## config.mk

```make
export PLATFORM = sky130hd
export DESIGN_NAME = cpu_phase_sequencer
export DESIGN_NICKNAME = d
export VERILOG_FILES = /design/src/rtl/cpu_phase_sequencer_pkg.sv /design/src/rtl/cpu_phase_sequencer_mem_wait_timer.sv /design/src/rtl/cpu_phase_sequencer.sv
export SDC_FILE = /design/constraint.sdc
export NUM_CORES = 1
export LEC_CHECK = 0
export CORE_MARGIN = 2
export CORE_UTILIZATION = 52
export CTS_CLUSTER_DIAMETER = 60
export DETAILED_ROUTE_END_ITERATION = 16
export PLACE_DENSITY = 0.87
export SYNTH_ARGS = -nofsm -noshare
export SYNTH_HDL_FRONTEND = slang
export SYNTH_SLANG_ARGS = --single-unit
```

## constraint.sdc

```tcl
create_clock -name clk -period 3.3 [get_ports clk]
set_input_delay 0.66 -clock clk [delete_from_list [all_inputs] [get_ports clk]]
set_output_delay 0.66 -clock clk [all_outputs]
set_load 0.02 [all_outputs]
```

## src/rtl/cpu_phase_sequencer_pkg.sv

```systemverilog
// Shared types for the CPU phase sequencer: phase encoding, strobe bundle
// and small helpers used by the sequencer and its wait timer.
package cpu_phase_sequencer_pkg;

  // Phase encoding is also the debug/trace value on the phase output.
  typedef enum logic [3:0] {
    PH_IDLE   = 4'd0,
    PH_FETCH  = 4'd1,
    PH_DECODE = 4'd2,
    PH_REGRD  = 4'd3,
    PH_EXEC   = 4'd4,
    PH_MEM    = 4'd5,
    PH_WBRES  = 4'd6,
    PH_WB     = 4'd7,
    PH_PCUPD  = 4'd8,
    PH_ERROR  = 4'd9
  } phase_e;

  localparam int NUM_STROBES = 8;

  // One bit per datapath phase strobe; at most one is ever set.
  typedef struct packed {
    logic update_pc;
    logic writeback;
    logic wb_resolve;
    logic access_mem;
    logic execute;
    logic reg_read;
    logic decode;
    logic fetch;
  } strobes_t;

  // Strobe pattern that accompanies entry into a given phase.
  function automatic strobes_t strobes_for(input phase_e ph);
    strobes_t s;
    s = '0;
    case (ph)
      PH_FETCH:  s.fetch      = 1'b1;
      PH_DECODE: s.decode     = 1'b1;
      PH_REGRD:  s.reg_read   = 1'b1;
      PH_EXEC:   s.execute    = 1'b1;
      PH_MEM:    s.access_mem = 1'b1;
      PH_WBRES:  s.wb_resolve = 1'b1;
      PH_WB:     s.writeback  = 1'b1;
      PH_PCUPD:  s.update_pc  = 1'b1;
      default:   s = '0;
    endcase
    return s;
  endfunction

  // The sequencer is busy while an instruction is in flight.
  function automatic logic is_busy(input phase_e ph);
    return !((ph == PH_IDLE) || (ph == PH_ERROR));
  endfunction

endpackage

```

## src/rtl/cpu_phase_sequencer_mem_wait_timer.sv

```systemverilog
// Counts cycles spent waiting on the data-memory handshake. The count is
// held at zero while clr is high and advances while en is high; expired
// flags the last permitted wait cycle (count == MEM_TIMEOUT-1).
module mem_wait_timer #(
  parameter int MEM_TIMEOUT = 16
) (
  input  logic clk,
  input  logic rst,
  input  logic clr,
  input  logic en,
  output logic expired
);

  // A one-cycle budget still needs a one-bit counter.
  localparam int CNT_W = (MEM_TIMEOUT > 1) ? $clog2(MEM_TIMEOUT) : 1;
  localparam logic [CNT_W-1:0] LAST = CNT_W'(MEM_TIMEOUT - 1);

  logic [CNT_W-1:0] count_reg;

  // Wait counter: cleared outside the wait state, saturates at LAST.
  always_ff @(posedge clk) begin
    if (rst || clr) begin
      count_reg <= '0;
    end else if (en && (count_reg != LAST)) begin
      count_reg <= count_reg + CNT_W'(1);
    end
  end

  assign expired = (count_reg == LAST);

endmodule

```

## src/rtl/cpu_phase_sequencer.sv

```systemverilog
// Clocked multi-cycle phase controller for the 8-bit CPU datapath. Issues
// one-cycle registered phase strobes, skips unused MEM/WB phases, waits on
// the data-memory handshake with a timeout, and supports run/step/halt.
module cpu_phase_sequencer
  import cpu_phase_sequencer_pkg::*;
#(
  parameter int MEM_TIMEOUT = 16,
  parameter int ICNT_W      = 16
) (
  input  logic              clk,
  input  logic              rst,
  input  logic              run,
  input  logic              step,
  input  logic              halt_req,
  input  logic              mem_r_en,
  input  logic              mem_w_en,
  input  logic              reg_w_en,
  input  logic              mem_ready,
  output logic              fetch,
  output logic              decode,
  output logic              reg_read,
  output logic              execute,
  output logic              access_mem,
  output logic              wb_resolve,
  output logic              writeback,
  output logic              update_pc,
  output logic [3:0]        phase,
  output logic              busy,
  output logic              mem_err,
  output logic [ICNT_W-1:0] icount
);

  phase_e            state_reg;
  phase_e            state_next;
  strobes_t          strobes_reg;
  logic              busy_reg;
  logic              pending_halt_reg;
  logic              step_mode_reg;
  logic              mem_err_reg;
  logic [ICNT_W-1:0] icount_reg;
  logic              mem_expired;
  logic              in_mem;

  assign in_mem = (state_reg == PH_MEM);

  // The timer restarts at zero on every MEM entry because it is held
  // clear in every other phase.
  mem_wait_timer #(
    .MEM_TIMEOUT(MEM_TIMEOUT)
  ) u_mem_wait_timer (
    .clk     (clk),
    .rst     (rst),
    .clr     (!in_mem),
    .en      (in_mem),
    .expired (mem_expired)
  );

  // Next-phase decision from the current phase and the sampled inputs.
  always_comb begin
    state_next = state_reg;
    case (state_reg)
      PH_IDLE: begin
        if (halt_req || pending_halt_reg) begin
          state_next = PH_IDLE;
        end else if (run || step) begin
          state_next = PH_FETCH;
        end
      end
      PH_FETCH:  state_next = PH_DECODE;
      PH_DECODE: state_next = PH_REGRD;
      PH_REGRD:  state_next = PH_EXEC;
      PH_EXEC:   state_next = (mem_r_en || mem_w_en) ? PH_MEM : PH_WBRES;
      PH_MEM: begin
        // Ready wins over timeout, so ready on the last allowed cycle succeeds.
        if (mem_ready) begin
          state_next = PH_WBRES;
        end else if (mem_expired) begin
          state_next = PH_ERROR;
        end
      end
      PH_WBRES:  state_next = reg_w_en ? PH_WB : PH_PCUPD;
      PH_WB:     state_next = PH_PCUPD;
      PH_PCUPD: begin
        if (pending_halt_reg || halt_req || step_mode_reg || !run) begin
          state_next = PH_IDLE;
        end else begin
          state_next = PH_FETCH;
        end
      end
      PH_ERROR:  state_next = PH_ERROR;
      default:   state_next = PH_IDLE;
    endcase
  end

  // Phase register with registered strobes and busy; a strobe fires only
  // on the cycle its phase is entered, so a held MEM phase stays quiet.
  always_ff @(posedge clk) begin
    if (rst) begin
      state_reg   <= PH_IDLE;
      strobes_reg <= '0;
      busy_reg    <= 1'b0;
    end else begin
      state_reg   <= state_next;
      strobes_reg <= (state_next != state_reg) ? strobes_for(state_next) : '0;
      busy_reg    <= is_busy(state_next);
    end
  end

  // Halt and single-step bookkeeping carried across an instruction.
  always_ff @(posedge clk) begin
    if (rst) begin
      pending_halt_reg <= 1'b0;
      step_mode_reg    <= 1'b0;
    end else begin
      case (state_reg)
        PH_IDLE: begin
          pending_halt_reg <= 1'b0;
          if (state_next == PH_FETCH) begin
            step_mode_reg <= !run;
          end
        end
        PH_PCUPD: begin
          pending_halt_reg <= 1'b0;
          step_mode_reg    <= 1'b0;
        end
        default: begin
          if (halt_req) begin
            pending_halt_reg <= 1'b1;
          end
        end
      endcase
    end
  end

  // Sticky memory-timeout flag and the retired-instruction counter.
  always_ff @(posedge clk) begin
    if (rst) begin
      mem_err_reg <= 1'b0;
      icount_reg  <= '0;
    end else begin
      if (in_mem && (state_next == PH_ERROR)) begin
        mem_err_reg <= 1'b1;
      end
      if (state_reg == PH_PCUPD) begin
        icount_reg <= icount_reg + ICNT_W'(1);
      end
    end
  end

  assign fetch      = strobes_reg.fetch;
  assign decode     = strobes_reg.decode;
  assign reg_read   = strobes_reg.reg_read;
  assign execute    = strobes_reg.execute;
  assign access_mem = strobes_reg.access_mem;
  assign wb_resolve = strobes_reg.wb_resolve;
  assign writeback  = strobes_reg.writeback;
  assign update_pc  = strobes_reg.update_pc;
  assign phase      = state_reg;
  assign busy       = busy_reg;
  assign mem_err    = mem_err_reg;
  assign icount     = icount_reg;

endmodule
```

==> impl_metrics.csv <==
group,metric,value,unit
status,outcome,"finished, final reports clean",
layout,post-route-util,68.5,%
yosys,ys_seq_elements,36,
timing,clock_skew,0.00983,ns
route,vias_per_cell,5.50,
clock_tree,cts_hold_buf,0,
placement,placed_cells,248,
global_route,grt_max_degree,18,
clock_tree,tritoncts,"yes",
power,leakage,0.733,nW
layout,largest_reg_flops,16,
yosys,synth.most_common_cell,"dfxtp_1",
yosys,post-synth-top-area-cell,"dfxtp_1",
timing,relSlewSlack,58.1,%
yosys,async_reset_ff_share,0,%
timing,slew_violations,0,
clock_tree,cts_root_buf,"clkbuf_4",
critical_path,crit_required,2.64,ns
global_route,grt_pass1_vias,1216,
route,routed_wl,3400,µm
route,dr.pass1.iters,4,
route,wl_per_cell,13.3,µm
critical_path,end_kind,"output port",
critical_path,crit_arrival,1.74,ns
clock_tree,cts_buffers,5,
floorplan,core_area,0.00300,mm²
layout,num_antenna_cells,0,
global_route,grt_antenna_before_repair,0,
timing,tns,0,ns
clock_tree,max-clock-path-buffers,2,
timing,hold_viol_final,0,
yosys,synth_cell_types,45,
critical_path,path_delay_family,"buffers and inverters",
placement,port-buffer-count,38,
clock_tree,ctsResizeCount,0,
power,power_density,403,mW/mm²
timing,worstMarginPinSlew,0.625,ns
yosys,syn-num-nets,194,
placement,dpl.hpwl,2480,µm
floorplan,row_count,20,
run,max_cap_violations,0,
clock_tree,htree_levels,2,
layout,final_design_area_no_fill,0.00206,mm²
min_path,min_path_type,"reg2reg",
yosys,synth_area_leaders,"dfxtp_1 45%, nor2_1 5.6%, xnor2_1 3.8%",
yosys,synth_top_area_share,44.8,%
yosys,synth_commonest_cells,"36 x dfxtp_1, 24 x nor2_1, 11 x nand2_1, 11 x nor3_1, 8 x o21ai_0",
placement,post_dp_cell_area,0.00200,mm²
floorplan,start_util,53.6,%
timing,hold_slack,0.480,ns
yosys,synth-main-ff-cell,"dfxtp_1",
route,antenna_left,0,
power,vdd_drop_max,0.000244,V
clock_tree,clk_pin_slew,0.11,ns
global_route,grt_pass1_wl,5530,µm
yosys,synth_cells,183,
timing,finalCriticalPeriod,2.40,ns
critical_path,cpMaxStageDelayCell,"clkdlybuf4s50_1",
yosys,synth_edf_count,0,
critical_path,cp_cell_sequence,"clkdlybuf4s50_1",
route,drc,0,
placement,gp_routability_congestion,0.874,
timing,max_clock_freq,416,MHz
floorplan,die_h,59.6,µm
critical_path,criticalPathCategory,"reg2out",
route,vias,1408,
yosys,yosysSeqAreaShare,44.8,%
layout,nets,233,
timing,rsz0062_at_grt,"false",
global_route,gr-total-overflow,0,
critical_path,cp_num_buf_inv,1,
timing,final_min_period_over_clock_period,72.9,%
floorplan,die_area,0.00356,mm²
route,drt-initial-drc-count,32,
critical_path,crit_path_max_fanout,17,
yosys,avgSynthCellArea,8.79,µm²
clock_tree,cts.sinks,36,
layout,final_cells,256,
global_route,grt_usage,21.0,%
critical_path,critical_path.startpoint_type,"flop",
timing,setup-violations-final,0,
critical_path,slowest_delay,0.71,ns
layout,area_growth,27.9,%
clock_tree,cts_setup_buffers,0,
layout,drive_above_1_share,5.38,%
yosys,syn_area,0.00161,mm²
floorplan,die_w,59.6,µm
clock_tree,clk_latency,0.35,ns
yosys,yosysWarnings,0,
floorplan,ioPinCount,39,
==> where the power goes <==
group	switching [mW]	internal, mW
clock	0.143	0.105
sequential	0.0208	0.448
combinational	0.0557	0.0569
==> cell usage in the layout (no fill, tap or decap), types with 2 or more instances in the layout <==
master,count
a2111oi_0,2
a21oi_1,6
a31oi_1,2
and2_1,2
and3_1,6
clkbuf_1,2
clkbuf_4,5
clkdlybuf4s50_1,38
dfxtp_1,36
ha_1,2
inv_1,6
mux2i_1,2
nand2_1,11
nand2b_1,2
nand3_1,5
nand4_1,5
nor2_1,24
nor2b_1,6
nor3_1,11
nor3b_1,2
nor4_1,2
o21ai_0,8
or3_1,5
xnor2_1,7
xor2_1,5
==> kinds of logic (layout without fill, tap and decap cells) <==
kind of cell / Yosys count / after routing / synth area share, %
adder cells (fa/ha/maj): 2 / 2 / 1.55
AND/OR/NAND/NOR: 89 / 89 / 30.3
flip-flops: 36 / 36 / 44.8
buffers and inverters: 13 / 53 / 3.81
AO/OA/AOI/OAI: 29 / 29 / 11.7
multiplexers: 2 / 2 / 1.24
XOR/XNOR: 12 / 12 / 6.53
==> through the flow <==
step | total power [mW] | setup WS, ns
2_1_floorplan | 0.547 | 1.40
3_3_place_gp | 0.590 | 0.828
3_5_place_dp | 0.591 | 0.796
4_1_cts | 0.833 | 0.875
5_1_grt | 0.865 | 0.776
6_report | 0.829 | 0.896
==> area by class of cell <==
type | instances | area [µm²]
inverter | 6 | 22.5
clock buffer | 8 | 58.8
tap | 33 | 41.3
timing repair buffer | 39 | 388
fill | 246 | 945
sequential | 36 | 721
multi-input combinational | 134 | 827
==> layer usage <==
metal / global-route usage, % / share of wire (%)
met3: 6.99 / 5.2
met4: 7.62 / 1.8
met2: 32.7 / 46
met1: 27.3 / 47
met5: 0 / 0
==> worst paths after layout <==
kind | cells past startpoint | start | end | slack, ns
setup / recovery | 1 | phase[0] | phase[0] | 0.90
hold / removal | 2 | mem_err | mem_err | 0.48
setup reg to reg | 4 | phase[0] | icount[7] | 1.26
hold reg to reg | 2 | mem_err | mem_err | 0.48
Note: power is estimated with default switching activity, not from simulation.
